[config.mk]
export PLATFORM = sky130hd
export DESIGN_NAME = regfile_write_arbiter
export DESIGN_NICKNAME = d
export VERILOG_FILES = /design/src/rtl/wb_pkg.sv /design/src/rtl/wb_fifo.sv /design/src/rtl/regfile_write_arbiter.sv
export SDC_FILE = /design/constraint.sdc
export NUM_CORES = 1
export LEC_CHECK = 0
export CORE_ASPECT_RATIO = 1.2
export CORE_UTILIZATION = 40
export DETAILED_ROUTE_END_ITERATION = 10
export GPL_ROUTABILITY_DRIVEN = 1
export SLEW_MARGIN = 20
export SYNTH_ARGS = -nofsm -noshare
export SYNTH_HDL_FRONTEND = slang
export SYNTH_SLANG_ARGS = --single-unit
[constraint.sdc]
create_clock -name clk -period 2.8 [get_ports clk]
set_input_delay 0.42 -clock clk [delete_from_list [all_inputs] [get_ports clk]]
set_output_delay 0.42 -clock clk [all_outputs]
set_load 0.02 [all_outputs]
[src/rtl/wb_pkg.sv]
// Shared types for the register-file writeback arbiter.
package wb_pkg;
  localparam int REG_ADDR_W = 5;
  localparam int DATA_W     = 32;

  typedef struct packed {
    logic [REG_ADDR_W-1:0] addr;
    logic [DATA_W-1:0]     data;
  } wb_req_t;

  typedef enum logic [1:0] {SRC_NONE, SRC_ALU, SRC_FIFO, SRC_BYPASS} wb_src_e;

  // Register 0 is hard-wired, so it never shows up as pending.
  function automatic logic [(1<<REG_ADDR_W)-1:0] addr_onehot(input logic [REG_ADDR_W-1:0] a);
    addr_onehot = '0;
    if (a != '0) addr_onehot[a] = 1'b1;
  endfunction
endpackage

[src/rtl/wb_fifo.sv]
// Synchronous FIFO of writeback requests; exposes per-entry valid/addr for hazard masks.
module wb_fifo
  import wb_pkg::*;
#(
  parameter int DEPTH = 4,
  localparam int AW = $clog2(DEPTH),
  localparam int CW = AW + 1
) (
  input  logic                                clk,
  input  logic                                reset,
  input  logic                                push,
  input  wb_req_t                             push_req,
  input  logic                                pop,
  output wb_req_t                             head,
  output logic                                full,
  output logic                                empty,
  output logic [CW-1:0]                       count,
  output logic [DEPTH-1:0]                    ent_valid,
  output logic [DEPTH-1:0][REG_ADDR_W-1:0]    ent_addr
);
  wb_req_t       r_mem [DEPTH];
  logic [AW-1:0] r_wr;
  logic [AW-1:0] r_rd;
  logic [CW-1:0] r_count;

  assign head  = r_mem[r_rd];
  assign full  = (r_count == CW'(DEPTH));
  assign empty = (r_count == '0);
  assign count = r_count;

  always_ff @(posedge clk) begin
    if (push) r_mem[r_wr] <= push_req;
  end

  always_ff @(posedge clk) begin
    if (reset) begin
      r_wr    <= '0;
      r_rd    <= '0;
      r_count <= '0;
    end else begin
      if (push) r_wr <= r_wr + 1'b1;
      if (pop)  r_rd <= r_rd + 1'b1;
      case ({push, pop})
        2'b10:   r_count <= r_count + 1'b1;
        2'b01:   r_count <= r_count - 1'b1;
        default: r_count <= r_count;
      endcase
    end
  end

  // An entry is live when its distance from the read pointer is below the occupancy.
  for (genvar i = 0; i < DEPTH; i++) begin : g_ent
    logic [AW-1:0] w_off;
    assign w_off        = AW'(i) - r_rd;
    assign ent_valid[i] = ({1'b0, w_off} < r_count);
    assign ent_addr[i]  = r_mem[i].addr;
  end
endmodule

[src/rtl/regfile_write_arbiter.sv]
// Merges ALU and variable-latency writebacks onto the single regfile write port.
// Optional WB_FWD_EN adds a same-cycle write-through forwarding port.
module regfile_write_arbiter
  import wb_pkg::*;
#(
  parameter int DEPTH        = 4,
  parameter int STARVE_LIMIT = 3
) (
  input  logic                   clk,
  input  logic                   reset,
  input  logic                   alu_valid,
  output logic                   alu_ready,
  input  logic [REG_ADDR_W-1:0]  alu_addr,
  input  logic [DATA_W-1:0]      alu_data,
  input  logic                   mem_valid,
  output logic                   mem_ready,
  input  logic [REG_ADDR_W-1:0]  mem_addr,
  input  logic [DATA_W-1:0]      mem_data,
  output logic                   wen,
  output logic [REG_ADDR_W-1:0]  write_addr,
  output logic [DATA_W-1:0]      write_data,
  output logic [31:0]            pending_mask,
`ifdef WB_FWD_EN
  input  logic [REG_ADDR_W-1:0]  fwd_addr,
  output logic                   fwd_hit,
  output logic [DATA_W-1:0]      fwd_data,
`endif
  output logic [$clog2(DEPTH):0] fifo_count
);
  localparam int SW = $clog2(STARVE_LIMIT + 1);

  wb_req_t                          w_head;
  wb_req_t                          w_sel;
  wb_src_e                          w_src;
  logic                             w_full, w_empty;
  logic                             w_alu_go, w_pop, w_byp, w_push;
  logic [DEPTH-1:0]                 w_ent_valid;
  logic [DEPTH-1:0][REG_ADDR_W-1:0] w_ent_addr;
  logic [31:0]                      w_mask;

  logic                  r_wen;
  logic [REG_ADDR_W-1:0] r_addr;
  logic [DATA_W-1:0]     r_data;
  logic [SW-1:0]         r_starve;

  assign mem_ready = !w_full;
  assign alu_ready = !(!w_empty && r_starve == SW'(STARVE_LIMIT));

  assign w_alu_go = alu_valid && alu_ready;
  assign w_pop    = !w_alu_go && !w_empty;
  assign w_byp    = !w_alu_go && w_empty && mem_valid;
  assign w_push   = mem_valid && mem_ready && !w_byp;

  wb_fifo #(.DEPTH(DEPTH)) u_fifo (
    .clk       (clk),
    .reset     (reset),
    .push      (w_push),
    .push_req  ({mem_addr, mem_data}),
    .pop       (w_pop),
    .head      (w_head),
    .full      (w_full),
    .empty     (w_empty),
    .count     (fifo_count),
    .ent_valid (w_ent_valid),
    .ent_addr  (w_ent_addr)
  );

  always_comb begin
    w_src = SRC_NONE;
    w_sel = '0;
    if (w_alu_go) begin
      w_src = SRC_ALU;
      w_sel = '{addr: alu_addr, data: alu_data};
    end else if (w_pop) begin
      w_src = SRC_FIFO;
      w_sel = w_head;
    end else if (w_byp) begin
      w_src = SRC_BYPASS;
      w_sel = '{addr: mem_addr, data: mem_data};
    end
  end

  // Writes to r0 still take the slot but never assert wen.
  always_ff @(posedge clk) begin
    if (reset) begin
      r_wen  <= 1'b0;
      r_addr <= '0;
      r_data <= '0;
    end else begin
      r_wen <= (w_src != SRC_NONE) && (w_sel.addr != '0);
      if (w_src != SRC_NONE) begin
        r_addr <= w_sel.addr;
        r_data <= w_sel.data;
      end
    end
  end

  // Counts consecutive ALU wins over a waiting FIFO head.
  always_ff @(posedge clk) begin
    if (reset || w_empty || w_pop) r_starve <= '0;
    else if (w_alu_go && r_starve != SW'(STARVE_LIMIT)) r_starve <= r_starve + 1'b1;
  end

  always_comb begin
    w_mask = '0;
    for (int i = 0; i < DEPTH; i++)
      if (w_ent_valid[i]) w_mask |= addr_onehot(w_ent_addr[i]);
    if (r_wen) w_mask |= addr_onehot(r_addr);
  end

  assign pending_mask = w_mask;
  assign wen          = r_wen;
  assign write_addr   = r_addr;
  assign write_data   = r_data;

`ifdef WB_FWD_EN
  assign fwd_hit  = r_wen && (r_addr == fwd_addr) && (fwd_addr != '0);
  assign fwd_data = fwd_hit ? r_data : '0;
`endif
endmodule

**Word level (Yosys, flattened, before mapping)**

Memory sizes are Yosys's and may differ from the RTL's. A register that Yosys moved wholly into a read port is not among the register bits.
Cells that the tools add are included.

- Bits in writable memories: 148
- Memories kept: 1
- Memory bits (read-only): 0
- Bits in latches: 0
- Flip-flop bits (word level): 47

- Divide/modulo/power cells: 0
- Multiply operators: 0
- Multiplexer cells: 35
- Reductions and logical operators: 30
- Magnitude comparators: 14
- Add/sub/neg operators: 9
- Shift operators: 0
- Eq/ne operators: 5
- Bitwise operators: 4

Memory list:

| name | depth | bits a word | rd ports | clocked after Yosys merged registers in | write ports | line | source |
|---|---|---|---|---|---|---|---|
| u_fifo.r_mem | 4 | 37 | 5 | 1 | 1 | wb_fifo.sv:21 | `wb_req_t r_mem [DEPTH];` |

Operators with widths:

| operator | count |
|---|---|
| $mux 32 | 14 |
| $or 32x32->32 | 4 |
| $mux 37 | 3 |
| $lt 5x6->1 const B | 5 |
| $reduce_bool 5->1 | 6 |
| $demux 1 s5 | 5 |
| $ge 5x1->1 const B | 5 |
| $logic_and 1x1->1 | 14 |
| $lt 2x3->1 | 4 |
| $mux 2 | 5 |
| $mux 1 | 7 |
| $add 2x1->2 const B | 3 |
| $pmux 3 s2 | 1 |
| $logic_not 1->1 | 5 |
| $eq 2x2->1 const B | 2 |
| $reduce_bool 2->1 | 2 |
| $sub 1x2->2 const A | 2 |
| $sub 2x2->2 const A | 2 |
| $add 3x1->3 const B | 1 |
| $eq 3x3->1 const B | 1 |
| $logic_not 3->1 | 1 |
| $sub 3x1->3 const B | 1 |
| $eq 2x1->1 const B | 1 |
| $logic_or 1x1->1 | 2 |
| $ne 2x2->1 const B | 1 |

**Logic depth before layout (Yosys ltp)**

- Depth after elaboration: 14
- Gate-level depth with buffers: 11
- Gate-level depth less buffers: 10

**Cells and area by module**

A second synthesis with hierarchy kept.

- Cell total of the unflattened synthesis: 735
- Area, all modules: 9625.5 µm²

By module, submodules not included:

| module | times used | area each (µm²) | sequential area each (µm²) | cells each |
|---|---|---|---|---|
| wb_fifo | 1 | 6105.9 | 4624.4 | 278 |
| regfile_write_arbiter | 1 | 3519.6 | 800.8 | 457 |

**Worst setup path before layout**

No wires, ideal clock.

- Path type: register to register
- From: register u_fifo.r_count[2] (netlist: u_fifo.count[2])
- To: register u_fifo.r_count[2] (netlist: u_fifo.count[2])
- Library setup time: 0.071 ns
- Stages on the path, launching flop included: 11
- Setup slack: -0.008 ns
- Data arrival time: 2.738 ns
- Clock period less this slack: 2.808 ns
- Cell sequence: dfxtp_1 -> clkbuf_1 -> nand3_1 -> o211a_1 -> inv_1 -> ha_1 -> inv_1 -> fa_1 -> xor2_1 -> or3_1 -> a21oi_1

- Elaborated cells on any way between the ends: 20

RTL lines:

| what | line | source |
|---|---|---|
| from (decl) | wb_fifo.sv:24 | `logic [CW-1:0] r_count;` |
| from (signal assigned) | wb_fifo.sv:44 | `2'b10: r_count <= r_count + 1'b1;` |
| from (signal assigned) | wb_fifo.sv:45 | `2'b01: r_count <= r_count - 1'b1;` |
| from (signal assigned) | wb_fifo.sv:46 | `default: r_count <= r_count;` |
| $eq 3x3->1 * | wb_fifo.sv:27 | `assign full = (r_count == CW'(DEPTH));` |
| $logic_not 1->1 * | regfile_write_arbiter.sv:46 | `assign mem_ready = !w_full;` |
| via mem_ready | regfile_write_arbiter.sv:16 | `output logic mem_ready,` |
| $logic_and 1x1->1 * (2 in series) | regfile_write_arbiter.sv:52 | `assign w_push = mem_valid && mem_ready && !w_byp;` |
| $eq 2x1->1 or $eq 2x2->1 (tied branches) | wb_fifo.sv:43 | `case ({push, pop})` |
| $pmux 3 s2 or $reduce_bool 2->1 (tied branches) | -- |  |

The timed path passes the listed nets; every way through them passes the cells marked *.
A chain may end at the register's enable or synchronous reset.

**Worst setup path in the final report**

- From: register u_fifo.r_rd[0]
- To: output pending_mask[10]

- Longest elaborated chain between the ends: 11
- Elaborated cells on any way between the ends: 17

RTL lines:

| what | line | source |
|---|---|---|
| from (decl) | wb_fifo.sv:23 | `logic [AW-1:0] r_rd;` |
| from (signal assigned) | wb_fifo.sv:42 | `if (pop) r_rd <= r_rd + 1'b1;` |
| $sub 1x2->2 | wb_fifo.sv:54 | `assign w_off = AW'(i) - r_rd;` |
| $lt 2x3->1 | wb_fifo.sv:55 | `assign ent_valid[i] = ({1'b0, w_off} < r_count);` |
| $mux 32 | regfile_write_arbiter.sv:107 | `if (w_ent_valid[i]) w_mask \|= addr_onehot(w_ent_addr[i]);` |
| $or 32x32->32 | regfile_write_arbiter.sv:107 |  |
| $mux 32 | regfile_write_arbiter.sv:107 |  |
| $or 32x32->32 | regfile_write_arbiter.sv:107 |  |
| $mux 32 | regfile_write_arbiter.sv:107 |  |
| $or 32x32->32 | regfile_write_arbiter.sv:107 |  |
| $mux 32 * | regfile_write_arbiter.sv:107 |  |
| $or 32x32->32 | regfile_write_arbiter.sv:108 | `if (r_wen) w_mask \|= addr_onehot(r_addr);` |
| $mux 32 * | regfile_write_arbiter.sv:108 |  |
| to (decl) | regfile_write_arbiter.sv:22 | `output logic [31:0] pending_mask,` |

Every way passes the cells marked *; elsewhere a longest branch is shown, timed or not.

==> summary.txt <==
Run status
  • Status: complete, but fails checks
  • Failing checks: setup timing

CTS
  • CTS Hold Bufs: 0
  • Sink Count: 197
  • Reg clk slew, reported paths: about 80 ps
  • Clk_lat worst skew: about 440 ps
  • CTS H-tree depth: 4
  • Max Root-Sink Buffers: 2
  • Num CTS Buffers: 17
  • TritonCTS clock tree: done
  • Root buf cell: clkbuf_16

STA
  • Slew HR: 62.37%
  • Setup WS post-layout: -172.5 ps
  • Setup violators final: 28
  • Final hold vios: 0
  • Tightest Pin Transition: 562.8 ps
  • Tmin final: 2972 ps
  • Worst clock skew: 13.97 ps
  • RSZ-0062 raised after global routing: true
  • Fmax: 336.4 MHz
  • Final period util: 106.2%
  • Hold_ws: approximately 430 ps
  • Slew Limit Fails: 0

Synthesis
  • Distinct cells, synth: 60
  • Top_reg_cell synth: edfxtp_1
  • EDFF count, synth: 148
  • Post-synthesis sequential area ratio: 57.26%
  • Asr flop ratio synth: 0%
  • Synth Cell Area: 9475 um^2
  • Syn avg cell area: between 10 and 15 um^2
  • Post-Syn Instances: 819
  • Number of synthesized register bits: 197
  • Synth warn: 0
  • Syn_nets: 908

Final layout
  • Core Util, Final: 53.80%
  • Commonest non-fill, non-tap cells in the layout: edfxtp_1, clkdlybuf4s50_1, nand2_1
  • Final nets: 1,082
  • Area delta synth->final: 31.74%
  • Post-route cell area: 12,480 um^2
  • Commonest non-fill, non-tap cell in the layout: edfxtp_1
  • Share of cells above drive strength 1: between 20% and 30%

Die
  • FP Rows: 61
  • Die X-Extent: 142.5 um
  • Initial core utilization: 40.84%
  • Full die area: 24,310 um^2
  • Core Area: 23,200 um^2
  • # IOs: 153
  • Die Ht: 170.6 um

Route
  • Total wire length: 27,510 um
  • Vias per inst: 5.668
  • WL/cell: 20.81 um
  • First-pass iteration count of the detailed router: 5
  • Initial DRC count: 559
  • Via count: 7,493
  • Detail Route Antenna Nets: 0
  • Detailed-route DRC error count: 0

Placed design
  • Gpl congestion: 0.9760
  • Port Buffer Count: ~150
  • Pre-CTS WS: -168.7 ps
  • Cell area after placement: 11,630 um^2
  • Post-DP HPWL: 18,820 um

Flow run
  • Max Cap Viol: 0

Hold path
  • Worst min-delay path class: flop to flop

Power and ir drop
  • Power Density: 882.3 nW/um^2
  • Max rail drop VDD: 0.4796 mV
  • Leakage: ~4.2 nW
  • Total power: 11.01 mW

Worst setup path
  • Crit end category: output pin
  • Crit Path Class: flop to output pin
  • CP arrival: 2550 ps
  • WP data required: 2380 ps
  • Worst setup SP type: flop
  • Largest fanout on the critical path: 4

Global route
  • First-pass GRT wire length: 42,440 um
  • Met3 Use GR: 4.646%
  • Gr ovfl total: 0
  • Vias in the first global route: roughly 7.5k
  • GR Util met2: between 40% and 50%
  • Gr busiest metal: met2
  • Antenna violations before repair: 0
  • Global Route Usage Sum: 23.38%
  • Maximum number of pins on one net before global-route repair: 40
  • Met1 usage: roughly 29%
## logic make-up after synthesis
logic type | share of synthesized area (%)
and+or+nand+nor | 16.93
DFF | 57.26
AOI/OAI and AO/OA | 10.68
buffers and inverters | 4.107
muxes | 8.900
adders and majority gates | 1.532
xor gates and xnor gates | 0.5546
other | 0.03958
## critical path: stages (launching register included)
cell,delay [ps]
dfxtp_2,350
xnor2_4,200
inv_2,70
ha_4,270
a21oi_4,80
o21ai_4,280
buf_6,160
nor4_1,40
or4b_1,510
buf_6,160
## cell usage after synthesis (3+ instances only)
cell type / number / area share [%]
ha_1: 10 / 1.3
mux4_2: 37 / 8.8
inv_1: 14 / 0.55
nand2_1: 101 / 4.0
buf_1: 5 / 0.20
or4_1: 20 / 1.6
nor4_1: 18 / 1.2
o21ai_1: 7 / 0.37
o22ai_1: 20 / 1.3
nand3b_1: 11 / 0.87
a21oi_1: 73 / 3.9
nor2_1: 42 / 1.7
buf_2: 15 / 0.79
nor3b_1: 4 / 0.32
nand2b_1: 9 / 0.59
buf_4: 8 / 0.63
or3_1: 10 / 0.66
xnor2_1: 4 / 0.37
nor2b_1: 3 / 0.20
o211ai_1: 3 / 0.24
clkbuf_1: 31 / 1.2
o31ai_1: 5 / 0.40
dfxtp_1: 49 / 10
edfxtp_1: 148 / 47
buf_6: 5 / 0.59
o21ai_0: 41 / 2.2
nor3_1: 34 / 1.8
nand3_1: 41 / 2.2
and2_1: 6 / 0.40
## final cells by class
| type | instances | area [um^2] |
|---|---|---|
| clock inverter | 13 | 131.4 |
| clock buffer | 19 | 454.2 |
| timing repair buffer | 221 | 2140 |
| inverter | 14 | 55.05 |
| tap | 315 | 394.1 |
| sequential | 197 | 5434 |
| fill | 2038 | 10720 |
| antenna | 1 | 2.502 |
| multi-input combinational | 542 | 3872 |
## metal layers
layer  wire length [um]  part of all wire, %
met1              11390                   41
met5                  0                    0
met4                826                  3.0
met3               1648                  6.0
met2              13650                   50
## worst paths after layout
kind / to / depth (start not counted) / slack (ps) / startpoint
worst max register to register: u_fifo.count[2] / 10 / 310 / u_fifo.count[2]
worst max-delay path: pending_mask[10] / 9 / -170 / u_fifo.r_rd[0]
worst min-delay path: r_starve[0] / 1 / 430 / r_starve[0]
worst min register to register: r_starve[0] / 1 / 430 / r_starve[0]
## flip-flops by register name (all words and copies together), names as in the netlist, named ones only
| name | cells |
|---|---|
| u_fifo.r_mem | 148 |
| u_fifo.r_wr | 2 |
| write_data | 32 |
| r_starve | 2 |
| u_fifo.r_rd | 2 |
| write_addr | 5 |
| u_fifo.count | 3 |
| wen | 1 |
## power by group
part	switching [mW]	internal [mW]	total, mW	leakage [nW]
registers	0.301	3.61	3.91	1.75
logic	2.61	2.10	4.71	2.17
clock network	1.15	1.24	2.40	0.291
## metrics by stage
| step | std cells | TNS (ps) |
|---|---|---|
| after global routing | 1321 | -5568 |
| final | 1322 | -2618 |
| after CTS | 1320 | -2715 |
| after detailed placement | 1276 | -2750 |
| after floorplan | 819 | 0 |
| after global placement | 1276 | -2533 |
## what timing repair did
item                       CTS  global route
setup buffers               13             2
pin swaps                   21            19
setup endpoints to repair   31            31
resized for setup          175            28
Power figures use the tool's default switching activity.
